## config.mk

```make
export PLATFORM = sky130hd
export DESIGN_NAME = mac_accumulator
export DESIGN_NICKNAME = d
export VERILOG_FILES = /design/src/rtl/mac_accumulator.sv
export SDC_FILE = /design/constraint.sdc
export NUM_CORES = 1
export LEC_CHECK = 0
export BUFFER_PORTS_ARGS = -buffer_cell sky130_fd_sc_hd__clkbuf_2
export CORE_ASPECT_RATIO = 0.75
export CORE_MARGIN = 8
export CORE_UTILIZATION = 35
export DETAILED_ROUTE_END_ITERATION = 8
export HOLD_SLACK_MARGIN = 0.1
export SYNTH_ARGS = -nofsm -noshare
export SYNTH_HDL_FRONTEND = slang
export SYNTH_SLANG_ARGS = --single-unit
```

## constraint.sdc

```tcl
create_clock -name clk -period 4.1 [get_ports clk]
set_input_delay 1.23 -clock clk [delete_from_list [all_inputs] [get_ports clk]]
set_output_delay 1.23 -clock clk [all_outputs]
set_load 0.005 [all_outputs]
```

## src/rtl/mac_accumulator.sv

```systemverilog
// Signed, saturating dot-product accumulator fed by the pipelined Booth multiplier.
// A valid pipeline tracks in-flight products; each vector sum is presented on a valid/ready port.
module mac_accumulator #(
  parameter int WIDTH       = 8,
  parameter int ACC_WIDTH   = 24,
  parameter int COUNT_WIDTH = 8,
  parameter int MUL_LATENCY = 2
) (
  input  logic                        clk,
  input  logic                        rst,
  input  logic                        in_valid,
  output logic                        in_ready,
  input  logic [COUNT_WIDTH-1:0]      len,
  input  logic signed [2*WIDTH-1:0]   mul2acc,
  output logic                        out_valid,
  input  logic                        out_ready,
  output logic signed [ACC_WIDTH-1:0] out_acc,
  output logic                        out_ovf
);

  typedef enum logic [1:0] {
    S_IDLE,
    S_RUN,
    S_HOLD
  } state_t;

  localparam logic signed [ACC_WIDTH-1:0] ACC_MAX = {1'b0, {(ACC_WIDTH-1){1'b1}}};
  localparam logic signed [ACC_WIDTH-1:0] ACC_MIN = {1'b1, {(ACC_WIDTH-1){1'b0}}};
  localparam logic [COUNT_WIDTH-1:0]      CNT_ONE = COUNT_WIDTH'(1);

  state_t                       r_state;
  logic [COUNT_WIDTH-1:0]       r_len_q;
  logic [COUNT_WIDTH-1:0]       r_iss_cnt;
  logic [COUNT_WIDTH-1:0]       r_rcv_cnt;
  logic [MUL_LATENCY-1:0]       r_vpipe;
  logic signed [ACC_WIDTH-1:0]  r_acc;
  logic                         r_ovf;
  logic                         r_in_ready;
  logic                         r_out_valid;

  logic                         w_issue;
  logic                         w_pv;
  logic [COUNT_WIDTH-1:0]       w_len_eff;
  logic [COUNT_WIDTH-1:0]       w_iss_next;
  logic signed [ACC_WIDTH:0]    w_sum;
  logic                         w_sat;
  logic signed [ACC_WIDTH-1:0]  w_acc_next;

  assign w_issue    = in_valid && r_in_ready;
  assign w_pv       = r_vpipe[MUL_LATENCY-1];
  assign w_len_eff  = (len == '0) ? CNT_ONE : len;
  assign w_iss_next = r_iss_cnt + CNT_ONE;

  // Both operands fit in ACC_WIDTH bits, so the ACC_WIDTH+1 sum is exact and a
  // mismatch of its top two bits means the result left the signed range.
  assign w_sum      = {r_acc[ACC_WIDTH-1], r_acc}
                    + {{(ACC_WIDTH+1-2*WIDTH){mul2acc[2*WIDTH-1]}}, mul2acc};
  assign w_sat      = w_sum[ACC_WIDTH] ^ w_sum[ACC_WIDTH-1];
  assign w_acc_next = !w_sat          ? w_sum[ACC_WIDTH-1:0] :
                      w_sum[ACC_WIDTH] ? ACC_MIN : ACC_MAX;

  // NOTE: rst is synchronous and clears every state bit, including the valid
  // pipeline, so products already inside the multiplier are simply dropped.
  always_ff @(posedge clk) begin
    if (rst) begin
      r_vpipe <= '0;
    end else begin
      r_vpipe[0] <= w_issue;
      for (int k = 1; k < MUL_LATENCY; k++) begin
        r_vpipe[k] <= r_vpipe[k-1];
      end
    end
  end

  // NOTE: non-blocking assignments make every register read its pre-edge value,
  // so the order of statements inside the block does not change behaviour.
  always_ff @(posedge clk) begin
    if (rst) begin
      r_state     <= S_IDLE;
      r_len_q     <= '0;
      r_iss_cnt   <= '0;
      r_rcv_cnt   <= '0;
      r_acc       <= '0;
      r_ovf       <= 1'b0;
      r_in_ready  <= 1'b1;
      r_out_valid <= 1'b0;
    end else begin
      unique case (r_state)
        S_IDLE: begin
          if (w_issue) begin
            r_state    <= S_RUN;
            r_len_q    <= w_len_eff;
            r_iss_cnt  <= CNT_ONE;
            r_in_ready <= (CNT_ONE < w_len_eff);
          end
        end

        S_RUN: begin
          if (w_issue) begin
            r_iss_cnt  <= w_iss_next;
            r_in_ready <= (w_iss_next < r_len_q);
          end
          if (w_pv) begin
            r_acc     <= w_acc_next;
            r_ovf     <= r_ovf | w_sat;
            r_rcv_cnt <= r_rcv_cnt + CNT_ONE;
            if (r_rcv_cnt == r_len_q - CNT_ONE) begin
              r_state     <= S_HOLD;
              r_out_valid <= 1'b1;
              r_in_ready  <= 1'b0;
            end
          end
        end

        S_HOLD: begin
          if (out_ready) begin
            r_state     <= S_IDLE;
            r_acc       <= '0;
            r_ovf       <= 1'b0;
            r_iss_cnt   <= '0;
            r_rcv_cnt   <= '0;
            r_out_valid <= 1'b0;
            r_in_ready  <= 1'b1;
          end
        end

        default: begin
          r_state     <= S_IDLE;
          r_in_ready  <= 1'b1;
          r_out_valid <= 1'b0;
        end
      endcase
    end
  end

  assign in_ready  = r_in_ready;
  assign out_valid = r_out_valid;
  assign out_acc   = r_acc;
  assign out_ovf   = r_ovf;

endmodule
```

==> results of run 1 <==
## cell usage after synthesis, drive strengths merged, types with 13 or more instances
| cell | instances |
|---|---|
| ha | 37 |
| xor2 | 21 |
| xnor2 | 19 |
| nand2 | 65 |
| dfxtp | 55 |
| a21o | 13 |
| inv | 19 |
| nand3 | 22 |
| a21oi | 55 |
| clkbuf | 14 |
| nor2 | 41 |
| o21ai | 43 |
## flip-flops by register name (all words and copies together), names as in the netlist
signal	count
out_acc	24
out_ovf	1
r_rcv_cnt	8
out_valid	1
in_ready	1
r_state	2
r_len_q	8
r_vpipe	2
r_iss_cnt	8
## stage by stage
step | util | setup slack (ns)
after global routing | 0.411 | 0.146
final | 0.411 | 0.401
after detailed placement | 0.396 | 0.164
after floorplan | - | 0.588
after global placement | 0.396 | 0.286
after CTS | 0.411 | 0.452
## cell usage in the layout (no fill, tap or decap), types with 7 or more instances in the layout
cell | netlist | layout
sky130_fd_sc_hd__o21ai_1 | 11 | 11
sky130_fd_sc_hd__and3_1 | 9 | 9
sky130_fd_sc_hd__nor2_1 | 41 | 41
sky130_fd_sc_hd__nand3_1 | 22 | 22
sky130_fd_sc_hd__o21ai_2 | 10 | 10
sky130_fd_sc_hd__nand4_1 | 9 | 9
sky130_fd_sc_hd__a21oi_1 | 53 | 53
sky130_fd_sc_hd__clkbuf_2 | 0 | 54
sky130_fd_sc_hd__buf_4 | 0 | 9
sky130_fd_sc_hd__xnor2_1 | 19 | 19
sky130_fd_sc_hd__inv_1 | 19 | 19
sky130_fd_sc_hd__dfxtp_1 | 55 | 55
sky130_fd_sc_hd__ha_1 | 37 | 37
sky130_fd_sc_hd__o21ai_0 | 22 | 22
sky130_fd_sc_hd__xor2_1 | 21 | 21
sky130_fd_sc_hd__nand2_1 | 64 | 64
sky130_fd_sc_hd__a21o_1 | 13 | 13
sky130_fd_sc_hd__nor3_1 | 9 | 9
sky130_fd_sc_hd__nand2b_1 | 7 | 7
## power by group through the flow
| stage | logic [uW] | registers, uW | clock network [uW] |
|---|---|---|---|
| 5_1_grt | 2270 | 871 | 544 |
| 4_1_cts | 2040 | 848 | 523 |
| 6_report | 2050 | 847 | 512 |
| 3_3_place_gp | 1990 | 850 | 0 |
| 2_1_floorplan | 1510 | 824 | 0 |
| 3_5_place_dp | 2020 | 859 | 0 |
## worst register-to-register path, delay by kind of cell, from the launching register on
family / cells / cell delay [ns]
AO/OA/AOI/OAI: 4 / 1.18
AND/OR/NAND/NOR: 3 / 0.69
adder cells (fa/ha/maj): 2 / 0.64
flip-flops: 1 / 0.36
buffers and inverters: 1 / 0.08
## layout make-up
type,count,area share
clock buffer,6,0.0292
timing repair buffer,63,0.0711
multi-input combinational,434,0.603
tap,162,0.0426
sequential,55,0.232
clock inverter,2,0.00737
inverter,19,0.0150
## cell families (layout without fill, tap and decap cells)
group,after synthesis,in the layout,share of synthesized area
buffers and inverters,42,90,0.0434
xor gates and xnor gates,40,40,0.0845
AOI/OAI and AO/OA,172,172,0.279
DFF,55,55,0.265
adders and majority gates,38,38,0.116
and+or+nand+nor,184,184,0.211
## final timing paths
path                            slack (ns)  cells past startpoint  startpoint          end
worst max-delay path                  0.40                     11  mul2acc[0]  out_acc[16]
worst min-delay path                  0.43                      1  r_vpipe[0]   r_vpipe[1]
worst max register to register        1.04                     10  out_acc[0]  out_acc[16]
worst min register to register        0.43                      1  r_vpipe[0]   r_vpipe[1]
## per-layer routing
| layer | vias up | share of wire |
|---|---|---|
| met5 | - | 0 |
| met3 | 18 | 0.043 |
| li1 | 2018 | - |
| met4 | 0 | 0.016 |
| met1 | 1889 | 0.53 |
| met2 | 100 | 0.41 |
==> summary by stage, run 1 <==
CTS
The number of hold-repair buffers added at the cts stage is 0. Once the clock tree was built, the resizer swapped 0 gates to a different size. The H-tree level count is 2. The post-CTS setup buffer count is 0. The buffer cell driving the clock tree root is sky130_fd_sc_hd__clkbuf_16. The clock-pin slew on the worst setup and hold paths is 0.08 ns. At the later pin of the worst-skew pair, clock insertion delay measures 0.30 ns. Clock tree synthesis inserted a total of 5 buffers. The clock tree buffer depth is 2. TritonCTS built the clock tree. The tree built by TritonCTS fans out to 55 sinks.

Floorplanning
During I/O placement, the number of pins put on the boundary was 55. The number of cell rows is 34. The effective utilization at floorplan is 0.358. The overall die height is 110 um. The die covers 15600 um2. The die is 142 um wide.

The area of the core is 11600 um2.

Logic synthesis
The number of enable flip-flop cells after synthesis is 0. Sorting the synthesized cells by area gives the leading types as sky130_fd_sc_hd__dfxtp_1, sky130_fd_sc_hd__ha_1, sky130_fd_sc_hd__a21oi_1, sky130_fd_sc_hd__nand2_1, sky130_fd_sc_hd__xor2_1. Of the synthesized area, sequential elements account for 0.265. The flip-flop and latch count after synthesis is 55. The synthesized netlist occupies a cell area of 4150 um2. In the synthesized netlist, the number of instances is 531. The fraction of post-synthesis cell area in the top cell type by area is 0.265. For this run, the leading register cell type out of synthesis is sky130_fd_sc_hd__dfxtp_1. The number of distinct library cells after synthesis is 59.

During synthesis, Yosys emitted a total of 0 warnings. The share of flip-flops with an asynchronous set or reset after synthesis is 0. Dividing the synthesized area by the synthesized cell count gives 7.81 um2.

The net count of the mapped netlist is 597. Of all cell types, the one taking the most synthesized area is sky130_fd_sc_hd__dfxtp_1.

Power and ir drop
The share of total power dissipated in combinational logic is 0.601. The worst-case IR drop observed on VDD is 265 uV. The analysis attributes to net switching a power of 1570 uW. The share of total power dissipated in sequential elements is 0.249. The internal power component is 1840 uW. In this run the static leakage power is 0.00209 uW. The cell area power density is 717 nW/um2. The post-route total power is 3410 uW. The part of the power in the clock network is 0.150. Of the total power, the share spent switching nets is 0.460.

STA
Setup violations remaining at the end of the flow were counted as 0. The worst pin sits at a relative slew slack of 0.562. At the pin with the least slew margin, the transition time is 0.657 ns. The max-slew violation count is 0.

Setup repair after global routing left no endpoint under its margin. Hold timing on the final database bottoms out at a slack of 0.435 ns. Of the available clock period, the critical path in the final layout requires 0.902. The minimum period implied by the final worst setup slack is 3.70 ns. Summed over all failing endpoints, the final setup total negative slack is 0 ns. Derived from the worst setup path, the maximum achievable clock frequency is 270 MHz. The final count of hold timing violations is 0.

The largest clock skew in the final design is 0.00768 ns.

Critical path
The category of cells accounting for the largest share of critical-path delay is compound AO/OA/AOI/OAI gates. The largest stage delay on the critical path is 0.46 ns. The kind of capture point of the worst setup path is a flop.

Together, buffers and inverters on the worst path number 2. The worst setup path is of the input port to flop kind. Traced cell by cell, the critical path runs through clkbuf_2 -> ha_1 -> inv_1 -> fa_1 -> nand2b_1 -> a21oi_1 -> o211ai_1 -> a211oi_1 -> or3_1 -> nand2_1 -> a221oi_1.

STA classifies the critical path startpoint as an input port. The slowest stage of the critical path belongs to the cell sky130_fd_sc_hd__a211oi_1. For the worst setup path, the data required time is 4.29 ns.

Data on the critical path arrives at its endpoint at 3.89 ns. The maximum fanout encountered on the critical timing path is 6.

Finish
The net total in the final layout is 644. The layout has 1223 filler cells. The non-filler instance count after layout is 741. The sequential cells in the finished layout cover a total of 1100 um2.

The number of antenna diodes in the final layout is 0. The cell area after layout is 4750 um2. In the final layout, the share of cells above drive strength 1 is 0.161.

From synthesis to final layout, the design area changed by 14.6%. The combined area of the multi-input logic cells is 2870 um2.

GRT
Entering global routing, the biggest net connects 33 pins. The number of global-route vias before repair was 3703. The layer flagged by global routing as most heavily used is met2. For this run, global-route usage on met3 was measured as 0.0280. The initial antenna violation count is 0. The first global-routing pass estimated 18500 um of wire. The global-route usage over all layers is 0.145. For this run the aggregate overflow at the end of global routing stands at 0. For this run, global-route usage on met2 was measured as 0.218. For met1 alone, demand over resource in global routing was 0.206.

Drt
Summing over every cut layer, the via total after detailed routing is 4025. Wires add up to 11300 um. The remaining antenna violation count after routing is 0. The pre-antenna-repair detailed-routing pass consisted of 5 iterations. For this run, design rule violations remaining after detail routing come to 0. The DRC marker count from the first detailed-route iteration is 264. The routed wirelength normalized by instance count is 15.3 um. The number of vias per cell is 5.43.

Place
The congestion estimate from routability-driven global placement came to 0.892. The number of cells after detailed placement is 733. Buffers placed on the I/O ports in this run total 54. The cell area after placement is 4580 um2. The half-perimeter wire length of the detailed placement result is 8780 um.

Hold path
The type of the worst min-delay path is flop to flop.

Status
The run finished with clean final reports.

Run
The tool flagged a number of max-cap violations equal to 0.
No activity file was read; power rests on OpenSTA's default activity.
==> inputs of run 2 (changes only) <==
--- a/config.mk
+++ b/config.mk
@@ -8,7 +8,7 @@
 export BUFFER_PORTS_ARGS = -buffer_cell sky130_fd_sc_hd__clkbuf_2
 export CORE_ASPECT_RATIO = 0.75
 export CORE_MARGIN = 8
-export CORE_UTILIZATION = 35
+export CORE_UTILIZATION = 45
 export DETAILED_ROUTE_END_ITERATION = 8
 export HOLD_SLACK_MARGIN = 0.1
 export SYNTH_ARGS = -nofsm -noshare
==> summary by stage, run 2 (synthesis gave the netlist of run 1 again) <==
Drt
The DRC marker count from the first detailed-route iteration is 221 (was 264). The number of vias per cell was 5.71 (was 5.43). The number of remaining DRC errors came to 0 (unchanged). The remaining antenna violation count after routing is 0 (unchanged). The routed wirelength normalized by instance count is 15.6 um (was 15.3 um). The total iterations of the first detailed-routing run came to 5 (unchanged). The sum of routed wire length over all layers is 10800 um (was 11300 um).

The overall via count from detail_route came to 3946 (was 4025).

CTS
The number of clock sinks seen by CTS is 55 (unchanged). The number of buffers inserted during clock tree synthesis is 5 (unchanged). The number of hold-repair buffers added at the cts stage came to 0 (unchanged). The clock-pin slew on the worst setup and hold paths is 0.07 ns (was 0.08 ns).

The number of gates resized after cts is 0 (unchanged). The H-tree level count is 2 (unchanged). The clock tree buffer depth came to 2 (unchanged). The clock tree from TritonCTS is yes (unchanged). The clock latency on the worst-skew pair came to 0.29 ns (was 0.30 ns). The buffer cell driving the clock tree root is sky130_fd_sc_hd__clkbuf_16 (unchanged). The post-CTS setup buffer count is 0 (unchanged).

STA
The peak clock frequency supported by timing is 279 MHz (was 270 MHz). The summed negative setup slack over all endpoints came to 0 ns (unchanged). The transition time at the pin with the least slew margin came to 0.681 ns (was 0.657 ns). The setup violation total in the final timing report is 0 (unchanged). The max-slew violation count is 0 (unchanged).

The period utilization came to 0.873 (was 0.902). The minimum period implied by the final worst setup slack is 3.58 ns (was 3.70 ns). The relative slew slack came to 0.546 (was 0.562). The largest clock skew in the final design is 0.00360 ns (was 0.00768 ns). RSZ-0062 raised after global routing: no (unchanged). The final count of hold timing violations is 0 (unchanged).

Power and ir drop
The combinational cell fraction of total power came to 0.606 (was 0.601). The cell area power density was 717 nW/um2 (about the same). The internal power component came to 1830 uW (was 1840 uW). The share of total power in sequential cells is 0.251 (was 0.249).

The net switching component of the power is 1530 uW (was 1570 uW). The leakage power of the design came to 0.00208 uW (was 0.00209 uW). The part of the power in the clock network is 0.143 (was 0.150). The switching portion of total power is 0.456 (was 0.460). The post-route total power was 3360 uW (was 3410 uW). The maximum ir drop on the vdd rail is 365 uV (was 265 uV).

Run
The number of violations of the max-capacitance limit is 0 (unchanged).

Critical path
The reg2reg setup slack was 1.17 ns (was 1.04 ns). The class of the most critical setup path was input port to flop (unchanged). The maximum fanout encountered on the critical timing path is 19 (was 6). The reg-to-reg critical path startpoint is out_acc[0] (unchanged). The capture point of the worst reg-to-reg path is out_acc[22] (was out_acc[16]). The kind of capture point of the worst setup path was a flop (unchanged). The data arrival at the endpoint of the critical path is 3.75 ns (was 3.89 ns). The path depth of the worst reg2reg path is 11 (was 10). The kind of start point of the critical path is an input port (unchanged).

The worst path required time is 4.27 ns (was 4.29 ns).

Finish
The net total in the final layout is 645 (was 644). Most frequent cells in the layout: sky130_fd_sc_hd__nand2_1, sky130_fd_sc_hd__dfxtp_1, sky130_fd_sc_hd__clkbuf_2, sky130_fd_sc_hd__a21oi_1, sky130_fd_sc_hd__nor2_1 (unchanged). The number of inserted filler cells in the final layout is 896 (was 1223).

The share of layout cells above drive strength 1 is 0.161 (unchanged). The count of antenna diodes in the layout is 0 (unchanged). The most common cell after layout, fill and taps aside is sky130_fd_sc_hd__nand2_1 (unchanged).

The final core area utilization was 0.520 (was 0.411). The flip-flop count of the largest register after layout was 24 (unchanged). The relative area change from synthesis to final layout is 13.0% (was 14.6%). The cell area after layout is 4690 um2 (was 4750 um2).

Floorplanning
The number of top-level pins is 55 (unchanged). The number of cell rows is 30 (was 34). The area of the core is 9010 um2 (was 11600 um2). The total die area is 12600 um2 (was 15600 um2). The effective utilization at floorplan was 0.460 (was 0.358).

The overall die height is 99.1 um (was 110 um). The width of the die is 127 um (was 142 um).

GRT
The global-route usage over all layers is 0.175 (was 0.145). The first-pass GRT wire length came to 18300 um (was 18500 um). The residual overflow from global routing is 0 (unchanged). The number of global-route vias before repair is 3790 (was 3703). The initial antenna violation count is 0 (unchanged). The pin count of the biggest net entering global routing came to 33 (unchanged).

Hold path
The launch point of the worst hold path is r_vpipe[0] (unchanged). The instance count along the most critical hold path came to 1 (unchanged). The hold path endpoint is r_vpipe[1] (unchanged). The type of the worst min-delay path was flop to flop (unchanged).

Place
The routability-driven placement congestion ratio is 0.863 (was 0.892). The half-perimeter wire length of the detailed placement result is 8560 um (was 8780 um). The number of I/O port buffers was 54 (unchanged). The cell area after placement is 4520 um2 (was 4580 um2).

Status
Outcome: completed (unchanged).
run 2: worst max-delay path by stage:
stage,startpoint,end,cells past startpoint,slack [ns]
floorplan,mul2acc[0],out_acc[16],11,0.59
global placement,mul2acc[0],out_acc[22],12,0.30
detailed placement,mul2acc[15],out_acc[21],9,0.23
CTS,mul2acc[15],out_acc[21],9,0.53
global route,mul2acc[0],out_acc[22],12,0.24
finish,mul2acc[15],out_acc[21],9,0.52
run 2: routing by layer:
layer,up-vias,track usage,wire length (um)
li1,2025,-,-
met4,0,0.0346,62
met1,1798,0.262,5910
met3,7,0.0449,736
met5,-,0,0
met2,116,0.241,4080
run 2: power groups by stage:
stage	clock, uW	sequential (uW)	combinational, uW
2_1_floorplan	0	824	1510
3_3_place_gp	0	850	2010
3_5_place_dp	0	855	2020
4_1_cts	498	844	2030
5_1_grt	518	868	2290
6_report	481	844	2040
run 2: per-stage QoR:
step,worst slack (ns),cells,hold WS [ns]
after floorplan,0.588,531,0.414
after global placement,0.296,684,0.427
after detailed placement,0.228,684,0.431
after CTS,0.528,691,0.453
after global routing,0.242,691,0.473
final,0.519,691,0.442
run 2: critical path: stages:
cell	delay [ns]
sky130_fd_sc_hd__clkbuf_2	0.18
sky130_fd_sc_hd__ha_1	0.45
sky130_fd_sc_hd__nand3_1	0.13
sky130_fd_sc_hd__a41oi_1	0.34
sky130_fd_sc_hd__nand4_1	0.14
sky130_fd_sc_hd__o2bb2ai_1	0.31
sky130_fd_sc_hd__or4b_4	0.55
sky130_fd_sc_hd__nand2_4	0.28
sky130_fd_sc_hd__o211ai_1	0.14
run 2: area by class of cell:
type | count | area [um2] | area share
clock buffers | 5 | 125 | 0.0267
clock inverters | 2 | 37.5 | 0.00801
inverters | 19 | 71.3 | 0.0152
multi-input cells | 434 | 2870 | 0.612
flip-flops and latches | 55 | 1100 | 0.235
well taps | 112 | 140 | 0.0299
repair buffers | 64 | 345 | 0.0737
